`config.mk`:
```
export PLATFORM = sky130hd
export DESIGN_NAME = key_event_decoder_flat
export DESIGN_NICKNAME = d
export VERILOG_FILES = /design/src/rtl/key_event_if.sv /design/src/rtl/key_event_decoder.sv /design/src/flat_wrapper.sv
export SDC_FILE = /design/constraint.sdc
export NUM_CORES = 1
export LEC_CHECK = 0
export CAP_MARGIN = 20
export CORE_AREA = 4 4 63 65
export CTS_CLUSTER_SIZE = 28
export DETAILED_ROUTE_END_ITERATION = 12
export DIE_AREA = 0 0 67 69
export PLACE_DENSITY = 0.72
export SYNTH_ARGS = -nofsm -noshare
export SYNTH_HDL_FRONTEND = slang
export SYNTH_SLANG_ARGS = --single-unit
export TNS_END_PERCENT = 20
```
`constraint.sdc`:
```
create_clock -name sys_clk -period 2.52 [get_ports sys_clk]
set_clock_uncertainty 0.1 [all_clocks]
set_input_delay 0.252 -clock sys_clk [delete_from_list [all_inputs] [get_ports sys_clk]]
set_output_delay 0.252 -clock sys_clk [all_outputs]
set_load 0.03 [all_outputs]
```
`src/rtl/key_event_if.sv`:
```
// Event bus between the key event decoder and its consumers (e.g. the RS485 frame builder).
// The decoder is the master: it samples key_filter and drives the classified events.
interface key_event_if;
  logic       key_filter;
  logic       key_short;
  logic       key_double;
  logic       key_long;
  logic       key_hold;
  logic       key_valid;
  logic [1:0] key_code;

  modport master (
    input  key_filter,
    output key_short,
    output key_double,
    output key_long,
    output key_hold,
    output key_valid,
    output key_code
  );

  modport slave (
    output key_filter,
    input  key_short,
    input  key_double,
    input  key_long,
    input  key_hold,
    input  key_valid,
    input  key_code
  );
endinterface

```
`src/rtl/key_event_decoder.sv`:
```
// Classifies debounced key gestures (active-low level) into short press, double click and
// long press, emitting registered one-cycle pulses plus a held 2-bit event code.
module key_event_decoder #(
  parameter logic [25:0] LONG_CNT = 26'd50_000_000,
  parameter logic [25:0] DCLK_CNT = 26'd12_500_000
) (
  input logic         sys_clk,
  input logic         sys_rst_n,
  key_event_if.master evt
);

  localparam logic [1:0] CodeShort  = 2'b01;
  localparam logic [1:0] CodeDouble = 2'b10;
  localparam logic [1:0] CodeLong   = 2'b11;

  typedef enum logic [2:0] {
    StIdle,
    StPress1,
    StWait2,
    StPress2,
    StLongHold
  } state_e;

  state_e      state;
  logic [25:0] cnt;
  logic        key_d;
  logic        key_press;
  logic        key_release;

  assign key_press   = key_d & ~evt.key_filter;
  assign key_release = ~key_d & evt.key_filter;

  // Reset value 1 matches the idle (released) key level.
  always_ff @(posedge sys_clk or negedge sys_rst_n) begin
    if (!sys_rst_n) begin
      key_d <= 1'b1;
    end else begin
      key_d <= evt.key_filter;
    end
  end

  always_ff @(posedge sys_clk or negedge sys_rst_n) begin
    if (!sys_rst_n) begin
      state          <= StIdle;
      cnt            <= '0;
      evt.key_short  <= 1'b0;
      evt.key_double <= 1'b0;
      evt.key_long   <= 1'b0;
      evt.key_hold   <= 1'b0;
      evt.key_valid  <= 1'b0;
      evt.key_code   <= 2'b00;
    end else begin
      evt.key_short  <= 1'b0;
      evt.key_double <= 1'b0;
      evt.key_long   <= 1'b0;
      evt.key_valid  <= 1'b0;

      case (state)
        StIdle: begin
          cnt <= '0;
          if (key_press) begin
            state <= StPress1;
          end
        end

        // Release is checked first so it wins a tie with the long-press threshold.
        StPress1: begin
          if (key_release) begin
            state <= StWait2;
            cnt   <= '0;
          end else if (cnt == LONG_CNT - 26'd1) begin
            state         <= StLongHold;
            cnt           <= '0;
            evt.key_long  <= 1'b1;
            evt.key_valid <= 1'b1;
            evt.key_code  <= CodeLong;
          end else begin
            cnt <= cnt + 26'd1;
          end
        end

        // A second press wins a tie with the double-click window timeout.
        StWait2: begin
          if (key_press) begin
            state <= StPress2;
            cnt   <= '0;
          end else if (cnt == DCLK_CNT - 26'd1) begin
            state         <= StIdle;
            cnt           <= '0;
            evt.key_short <= 1'b1;
            evt.key_valid <= 1'b1;
            evt.key_code  <= CodeShort;
          end else begin
            cnt <= cnt + 26'd1;
          end
        end

        StPress2: begin
          cnt <= '0;
          if (key_release) begin
            state          <= StIdle;
            evt.key_double <= 1'b1;
            evt.key_valid  <= 1'b1;
            evt.key_code   <= CodeDouble;
          end
        end

        StLongHold: begin
          cnt <= '0;
          if (key_release) begin
            state        <= StIdle;
            evt.key_hold <= 1'b0;
          end else begin
            evt.key_hold <= 1'b1;
          end
        end

        default: begin
          state        <= StIdle;
          cnt          <= '0;
          evt.key_hold <= 1'b0;
        end
      endcase
    end
  end

endmodule

```
`src/flat_wrapper.sv`:
```
// flat-port wrapper written by rule: the top's interface ports become plain ports
module key_event_decoder_flat 
#(
  parameter logic [25:0] LONG_CNT = 26'd50_000_000,
  parameter logic [25:0] DCLK_CNT = 26'd12_500_000
)
  (sys_clk, sys_rst_n, evt_key_filter, evt_key_short, evt_key_double, evt_key_long, evt_key_hold, evt_key_valid, evt_key_code);
  key_event_if evt_i ();
  input logic sys_clk;
  input logic sys_rst_n;
  input wire logic [$bits(evt_i.key_filter)-1:0] evt_key_filter;
  output wire logic [$bits(evt_i.key_short)-1:0] evt_key_short;
  output wire logic [$bits(evt_i.key_double)-1:0] evt_key_double;
  output wire logic [$bits(evt_i.key_long)-1:0] evt_key_long;
  output wire logic [$bits(evt_i.key_hold)-1:0] evt_key_hold;
  output wire logic [$bits(evt_i.key_valid)-1:0] evt_key_valid;
  output wire logic [$bits(evt_i.key_code)-1:0] evt_key_code;
  assign evt_i.key_filter = evt_key_filter;
  assign evt_key_short = evt_i.key_short;
  assign evt_key_double = evt_i.key_double;
  assign evt_key_long = evt_i.key_long;
  assign evt_key_hold = evt_i.key_hold;
  assign evt_key_valid = evt_i.key_valid;
  assign evt_key_code = evt_i.key_code;
  key_event_decoder #(.LONG_CNT(LONG_CNT), .DCLK_CNT(DCLK_CNT)) u_core (.sys_clk(sys_clk), .sys_rst_n(sys_rst_n), .evt(evt_i));
endmodule
```
; Yosys cells after proc, flatten, opt, wreduce, memory -nomap -nowiden
; Cells that the tools add are included.
[totals]
reg_bits = 37
in_bits = 3
output_inout_bits = 7
[op_classes]
n_addsub = 1
eq_ne = 15
n_mux = 29
bitwise_logic = 4
n_reduce_logical = 6
[ops]
columns = cell, count
row1 = two-way mux 26 bit, 4
row2 = case mux 26 bit (2 select lines), 1
row3 = adder 26 x 1 -> 26 bit (second input constant), 1
row4 = == test 26 x 24 -> 1 bit (second input constant), 1
row5 = == test 26 bit (second input constant), 1
row6 = two-way mux 3 bit, 6
row7 = case mux 3 bit (4 select lines), 1
row8 = two-way mux 2 bit, 5
row9 = inequality test 2 x 1 -> 1 bit (second input constant), 5
row10 = two-way mux 1 bit, 9
row11 = == test 3 x 2 -> 1 bit (second input constant), 2
row12 = inequality test 3 x 1 -> 1 bit (second input constant), 2
row13 = case mux 2 bit (3 select lines), 1
row14 = AND reduction 6 bit, 1
row15 = inequality test 2 bit (second input constant), 2
row16 = AND reduction 4 bit, 1
row17 = OR reduction 4 bit, 1
row18 = == test 3 x 1 -> 1 bit (second input constant), 1
row19 = == test 3 bit (second input constant), 1
row20 = logical NOT 3 bit, 1
row21 = case mux 1 bit (3 select lines), 1
row22 = nonzero test 3 bit, 1
row23 = bitwise AND 1 bit, 2
row24 = NOT 1 bit, 2
row25 = 2 further kinds, 2

; Longest topological paths before layout
; Gate-level depths: netlist of the first run.
[depth]
depth_word = 4
ltp_mapped = 7

; Worst setup path before layout of the first run
; Ideal clock, no wire load.
[synth_path]
kind = register -> register
from = register u_core.cnt[14]
to = register u_core.evt.key_code[1]
setup_ns = 0.124
t_arrival_ns = 1.987
setup_slack_ns = 0.309
stages_incl_launch_ff = 6
path_buffers = 0
cell_sequence = dfrtp_1 or4b_1 nor4b_2 nand4_2 a2111o_1 a211o_1
[synth_between]
elab_chain_len = 3
[synth_lines]
columns = element, line_no
row1 = "start, declared", key_event_decoder.sv:25  ; logic [25:0] cnt;
row2 = "start signal, assigned", key_event_decoder.sv:78  ; cnt <= cnt + 26'd1;
row3 = "start signal, assigned", key_event_decoder.sv:94  ; cnt <= cnt + 26'd1;
row4 = == test 26 x 24 -> 1 bit / == test 26 bit (equally long branches), "key_event_decoder.sv:87, key_event_decoder.sv:71"
row5 = inequality test 2 x 1 -> 1 bit (no source line), n/a
row6 = AND reduction 6 bit (no source line) (*), n/a
row7 = "end signal, assigned", key_event_decoder.sv:76  ; evt.key_code <= CodeLong;
row8 = "end signal, assigned", key_event_decoder.sv:92  ; evt.key_code <= CodeShort;
row9 = "end signal, assigned", key_event_decoder.sv:104  ; evt.key_code <= CodeDouble;
row10 = "end, declared", key_event_if.sv:19  ; output key_code
; Mark *: on every way between the ends. The rest lies on a longest branch, timed or not.
; A chain may end at the register's enable or synchronous reset.

; Final worst setup path of the first run
; Same ends and word-level chain as after synthesis.

==> flow_summary.yaml, run 1 <==
synthesis:
  synth_area_sq_um: 1807
  synth_area_per_cell_sq_um: 9.714
  synth-edff-count: 0
  yosys.area.top_type_share: 0.4986
  synth-seq-cells: 37
  synth_area_leader_cell: "dfrtp_1"
  ys_types: 33
  ys_warn_count: 0
  synth_fp_nets: 190
  async_flop_share: 1.000
  synth_area_leaders: "dfrtp_1, xor2_1, nor2_1"
  yosysSeqAreaShare: 0.5132
  synth-main-ff-cell: "dfrtp_1"
  postSynthCellCount: 186
cts:
  cts_buffer_depth: 2
  clock-sinks: 37
  clkTransAtPathRegs_ns: 0.12
  numCtsBuffers: 5
  worst_skew_pair.late_latency_ns: 0.35
  h-tree-depth: 2
  post_cts_resized: 0
  cts_setup_buffers: 0
  cts_tree: "yes"
  clockRootBuffer: "clkbuf_4"
  postCtsHoldBufs: 0
floorplanning:
  die_y_um: 69
  die-area_sq_um: 4623
  initial_utilization: 0.5414
  fp-row-count: 21
  core_sq_um: 3337
  die_x_um: 67
  io_pins: 10
final_layout:
  multi_input_area_sq_um: 843.3
  n_fill_cell: 285
  seqCellArea_sq_um: 927.1
  stdcell_area_sq_um: 2053
  layout-drive-gt1-share: 0.07805
  final_nets: 208
  area_delta_synth_final_pct: 13.64
  antenna_cells: 0
setup_path:
  path_max_fanout: 5
  critPathRequiredTime_ns: 2.67
  crit_arrival_ns: 2.47
  worst_setup_path_start_kind: "flop"
  critPathKind: "reg -> reg"
  end_kind: "flop"
global_route:
  grt_usage: 0.1734
  grt_max_degree: 38
  grt_overflow: 0
  antenna_found_initial: 0
  first_global_vias: 1301
  grt_pass1_wl_um: 6044
routing:
  top_layer: "met4"
  ant_nets: 0
  wl_per_cell_um: 13.88
  drt_iter0_markers: 65
  wl_met1_um: 1644
  drt-total-wl_um: 3483
  drt_first_pass_iters: 4
  met3_length_um: 120
  via_per_inst: 5.574
  drc: 0
  met2_length_um: 1661
  num_vias: 1399
timing:
  maxSlewHeadroom: 0.6588
  fin_ws_ns: 0.1960
  min_period_over_period: 0.9222
  timing.final.max_slew_violations: 0
  tightest_slew_ns: 0.5078
  setup_viol: 0
  max_freq_mhz: 430.3
  setup_tns_ns: 0
  finalHoldViolCount: 0
  fin_crit_ns: 2.324
  rsz0062_at_grt: "false"
power:
  p_leak_nw: 0.8635
  p_per_area_nw_per_um2: 589.6
  irDropWorstVdd_uv: 393.4
run_status:
  status: "finished clean"
placed_design:
  port_buffers: 9
  post-dp-hpwl_um: 2494
  gp_congestion: 0.8473
  place_ws_ns: 0.1966
  place_area_sq_um: 1991
job:
  drv_cap: 0
hold_path:
  hold_class: "in -> async"
logic make-up (layout without fill, tap and decap cells):
family                     count (synthesis)  in the layout  synth area share
DFF                                       37             37            0.5132
adders and majority gates                  1              1          0.006924
xor gates and xnor gates                  24             24            0.1163
and+or+nand+nor                          102            102            0.2902
AOI/OAI and AO/OA                         13             13           0.05332
buffers and inverters                      9             28           0.02008
final timing paths:
check | from | to | slack [ns] | cells past startpoint
max | u_core.cnt[14] | u_core.evt.key_code[1] | 0.20 | 5
min | sys_rst_n | u_core.cnt[23] | 0.21 | 2
max reg2reg | u_core.cnt[14] | u_core.evt.key_code[1] | 0.20 | 5
min reg2reg | u_core.cnt[0] | u_core.cnt[0] | 0.40 | 1
max in group asynchronous | sys_rst_n | u_core.cnt[16] | 1.78 | 2
min in group sys_clk | evt_key_filter | u_core.key_d | 0.27 | 1
area by class of cell:
| type | count | area share |
|---|---|---|
| clock buffers | 7 | 0.02681 |
| inverters | 6 | 0.01097 |
| well taps | 46 | 0.02803 |
| multi-input cells | 140 | 0.4107 |
| flip-flops and latches | 37 | 0.4516 |
| repair buffers | 14 | 0.06825 |
| clock inverters | 1 | 0.003656 |
sequential cells by signal, summed over array words and instances, names as in the netlist:
| name | flops |
|---|---|
| u_core.state | 3 |
| u_core.evt.key_code | 2 |
| u_core.evt.key_double | 1 |
| u_core.evt.key_long | 1 |
| u_core.evt.key_hold | 1 |
| u_core.evt.key_short | 1 |
| u_core.evt.key_valid | 1 |
| u_core.cnt | 26 |
| u_core.key_d | 1 |
layout by cell type (no fill, tap or decap):
cell	instances
or4b_1	1
nand3b_1	1
xor2_1	16
clkbuf_8	1
buf_4	4
a2111o_1	1
clkbuf_4	5
nand2_1	15
nor2b_1	4
nor2_1	34
or3_1	1
o31a_1	1
dfstp_2	1
nand4_2	1
a22oi_1	1
nand4_1	10
and4_1	2
clkdlybuf4s50_1	9
nor4b_2	1
o22ai_1	1
a21oi_1	5
a2bb2oi_2	1
clkinvlp_4	1
or4_1	2
o21ai_0	1
nand2b_1	8
a32oi_1	1
nand3_1	10
inv_1	6
ha_1	1
a211o_1	1
xnor2_1	8
nor4_1	3
clkbuf_1	1
dfrtp_1	36
and3_1	4
buf_12	1
nor3_1	5
critical path, cell delays in order (launching register included):
cell      delay, ns
dfrtp_1        0.44
or4b_1         0.56
nor4b_2        0.26
nand4_2        0.21
a2111o_1       0.38
a211o_1        0.29
stage by stage:
| step | util | power [W] | instances | hold WS (ns) |
|---|---|---|---|---|
| global placement | 0.5966 | 0.0008863 | 243 | 0.3678 |
| global route | 0.6153 | 0.001285 | 251 | 0.2338 |
| finish | 0.6153 | 0.001211 | 251 | 0.2061 |
| CTS | 0.6153 | 0.001228 | 251 | 0.2093 |
| detailed placement | 0.5966 | 0.0008921 | 243 | 0.3815 |
| floorplan | - | 0.0008049 | 186 | -0.1436 |
metal layers:
metal | vias to the layer above | track usage
met4 | 0 | 0.08108
li1 | 683 | -
met5 | - | 0
met2 | 24 | 0.2500
met1 | 688 | 0.2365
met3 | 4 | 0.05195
power breakdown:
part,internal (W),total (W),switching (W)
sequential,0.000627,0.000662,0.0000359
clock,0.000137,0.000330,0.000193
combinational,0.0000932,0.000219,0.000125
cell usage after synthesis, types with 2 or more instances:
library cell and instances:
dfrtp_1 36, nor2_1 34, xor2_1 16, nand2_1 15
nand3_1 10, nand4_1 10, nand2b_1 8, xnor2_1 8
inv_1 6, a21oi_1 5, nor3_1 5, and3_1 4
nor2b_1 4, nor4_1 3, and4_1 2, buf_2 2
or4_1 2
No activity file was read; power rests on OpenSTA's default activity.
==> run 2, diff against run 1 <==
--- a/config.mk
+++ b/config.mk
@@ -7,10 +7,12 @@
 export LEC_CHECK = 0
 export CAP_MARGIN = 20
 export CORE_AREA = 4 4 63 65
+export CTS_CLUSTER_DIAMETER = 150
 export CTS_CLUSTER_SIZE = 28
 export DETAILED_ROUTE_END_ITERATION = 12
 export DIE_AREA = 0 0 67 69
 export PLACE_DENSITY = 0.72
+export REMOVE_ABC_BUFFERS = 1
 export SYNTH_ARGS = -nofsm -noshare
 export SYNTH_HDL_FRONTEND = slang
 export SYNTH_SLANG_ARGS = --single-unit
==> flow_summary.yaml, run 2 (same netlist as run 1, synthesis figures left out) <==
routing:
  ant_nets: 0
  drt_first_pass_iters: 4
  drt_iter0_markers: 113
  drc: 0
  drt-total-wl_um: 3456
  wl_per_cell_um: 13.77
  via_per_inst: 5.442
  num_vias: 1366
final_layout:
  largest_registers: "u_core.cnt x26, u_core.state x3, u_core.evt.key_code x2"
  regMostFlops: "u_core.cnt"
  antenna_cells: 0
  mostFrequentLayoutCell: "dfrtp_1"
  n_fill_cell: 279
  seqCellArea_sq_um: 927.1
  stdcell_area_sq_um: 2067
  layout-drive-gt1-share: 0.07805
  largest_reg_flops: 26
  final_nets: 208
  layout_common_cells: "dfrtp_1, nor2_1, xor2_1"
  area_delta_synth_final_pct: 14.40
  multi_input_area_sq_um: 843.3
floorplanning:
  die_y_um: 69
  die-area_sq_um: 4623
  core_sq_um: 3337
  die_x_um: 67
  initial_utilization: 0.5414
  fp-row-count: 21
  io_pins: 10
timing:
  maxSlewHeadroom: 0.6710
  setup_viol: 0
  timing.final.max_slew_violations: 0
  fin_ws_ns: 0.1974
  finalHoldViolCount: 0
  min_period_over_period: 0.9217
  rsz0062_at_grt: "false"
  max_freq_mhz: 430.5
  tightest_slew_ns: 0.4889
  setup_tns_ns: 0
  fin_crit_ns: 2.323
power:
  p_leak_nw: 0.8742
  irDropWorstVdd_uv: 311.5
  seq_power_share: 0.516
  p_int_w: 0.0009280
  p_per_area_nw_per_um2: 619.7
  power.switching_w: 0.0003530
  switching_share: 0.2755
  clkPwrFrac: 0.313
  pwr-share-comb: 0.171
cts:
  cts_tree: "yes"
  post_cts_resized: 0
  clkTransAtPathRegs_ns: 0.12
  clock-sinks: 37
  worst_skew_pair.late_latency_ns: 0.35
  numCtsBuffers: 5
  cts_buffer_depth: 2
  h-tree-depth: 2
  cts_setup_buffers: 0
  clockRootBuffer: "clkbuf_4"
  postCtsHoldBufs: 0
placed_design:
  place_ws_ns: 0.1976
  place_area_sq_um: 1991
  post-dp-hpwl_um: 2493
  port_buffers: 9
  gp_congestion: 0.8787
global_route:
  grt_max_degree: 38
  gr-usage-met2: 0.2631
  antenna_found_initial: 0
  grt_pass1_wl_um: 6065
  grt_overflow: 0
  globalRouteMet3Util: 0.04870
  grt_usage: 0.1699
  first_global_vias: 1327
  grt-busiest-layer: "met2"
  met1_usage: 0.2227
setup_path:
  slowest_stage: "or4b_1"
  critPathRequiredTime_ns: 2.68
  crit_chain: "or4b_1 > nor4b_2 > nand4_2 > a2111o_1 > a211o_1"
  cpPeakStageDelay_ns: 0.56
  end_kind: "flop"
  crit_arrival_ns: 2.48
  critPathKind: "reg -> reg"
  ff2ff_path_depth: 5
  worst_setup_path_start_kind: "flop"
  r2r-start: "u_core.cnt[14]"
  reg2reg_slack_ns: 0.20
  path_max_fanout: 5
  r2r_end: "u_core.evt.key_code[1]"
job:
  drv_cap: 0
hold_path:
  hold_class: "in -> async"
run_status:
  status: "finished clean"
==> run 2: final cells by class <==
cell class	instances	share of cell area
flip-flops and latches	37	0.4485
inverters	6	0.01090
clock buffers	6	0.01998
multi-input cells	140	0.4080
repair buffers	14	0.06780
well taps	46	0.02785
clock inverters	2	0.01695
==> run 2: power by group through the flow <==
stage,Sequential [W],Clock (W),Combinational (W)
after floorplan,0.000686,0,0.000110
after global placement,0.000669,0,0.000217
after detailed placement,0.000673,0,0.000220
after CTS,0.000661,0.000407,0.000222
after global routing,0.000669,0.000443,0.000243
final,0.000661,0.000401,0.000219
==> run 2: how the worst max path moves through the flow <==
| stage | start | endpoint | slack, ns | cells past startpoint |
|---|---|---|---|---|
| after detailed placement | u_core.cnt[14] | u_core.evt.key_code[1] | 0.20 | 5 |
| final | u_core.cnt[14] | u_core.evt.key_code[1] | 0.20 | 5 |
| after floorplan | u_core.cnt[14] | u_core.cnt[10] | 0.22 | 5 |
| after CTS | u_core.cnt[14] | u_core.evt.key_code[1] | 0.20 | 5 |
| after global placement | u_core.cnt[14] | u_core.evt.key_code[1] | 0.26 | 5 |
| after global routing | u_core.cnt[14] | u_core.evt.key_code[1] | 0.07 | 5 |
==> run 2: routing by layer <==
metal / share of wire / wire length (um)
met1: 0.45 / 1565
met2: 0.48 / 1675
met3: 0.047 / 164
met4: 0.015 / 51
met5: 0 / 0
==> run 2: worst max-delay path, delay by kind of cell, from the launching register on <==
kind / cells / cell delay (ns)
and+or+nand+nor: 3 / 1.03
DFF: 1 / 0.44
AOI/OAI and AO/OA: 2 / 0.68
==> run 2: per-stage QoR <==
step / std cells / total power (W) / util / hold WS, ns
after global routing: 251 / 0.001355 / 0.6194 / 0.2243
after floorplan: 183 / 0.0007963 / - / -0.1436
after CTS: 251 / 0.001291 / 0.6194 / 0.2134
after detailed placement: 243 / 0.0008930 / 0.5966 / 0.3819
final: 251 / 0.001281 / 0.6194 / 0.1960
after global placement: 243 / 0.0008865 / 0.5966 / 0.3681
==> run 3, diff against run 2 <==
--- a/config.mk
+++ b/config.mk
@@ -13,6 +13,7 @@
 export DIE_AREA = 0 0 67 69
 export PLACE_DENSITY = 0.72
 export REMOVE_ABC_BUFFERS = 1
+export SKIP_CTS_REPAIR_TIMING = 1
 export SYNTH_ARGS = -nofsm -noshare
 export SYNTH_HDL_FRONTEND = slang
 export SYNTH_SLANG_ARGS = --single-unit
==> results of run 3 <==
The final DEF is identical to that of run 2; final timing and power are the same.
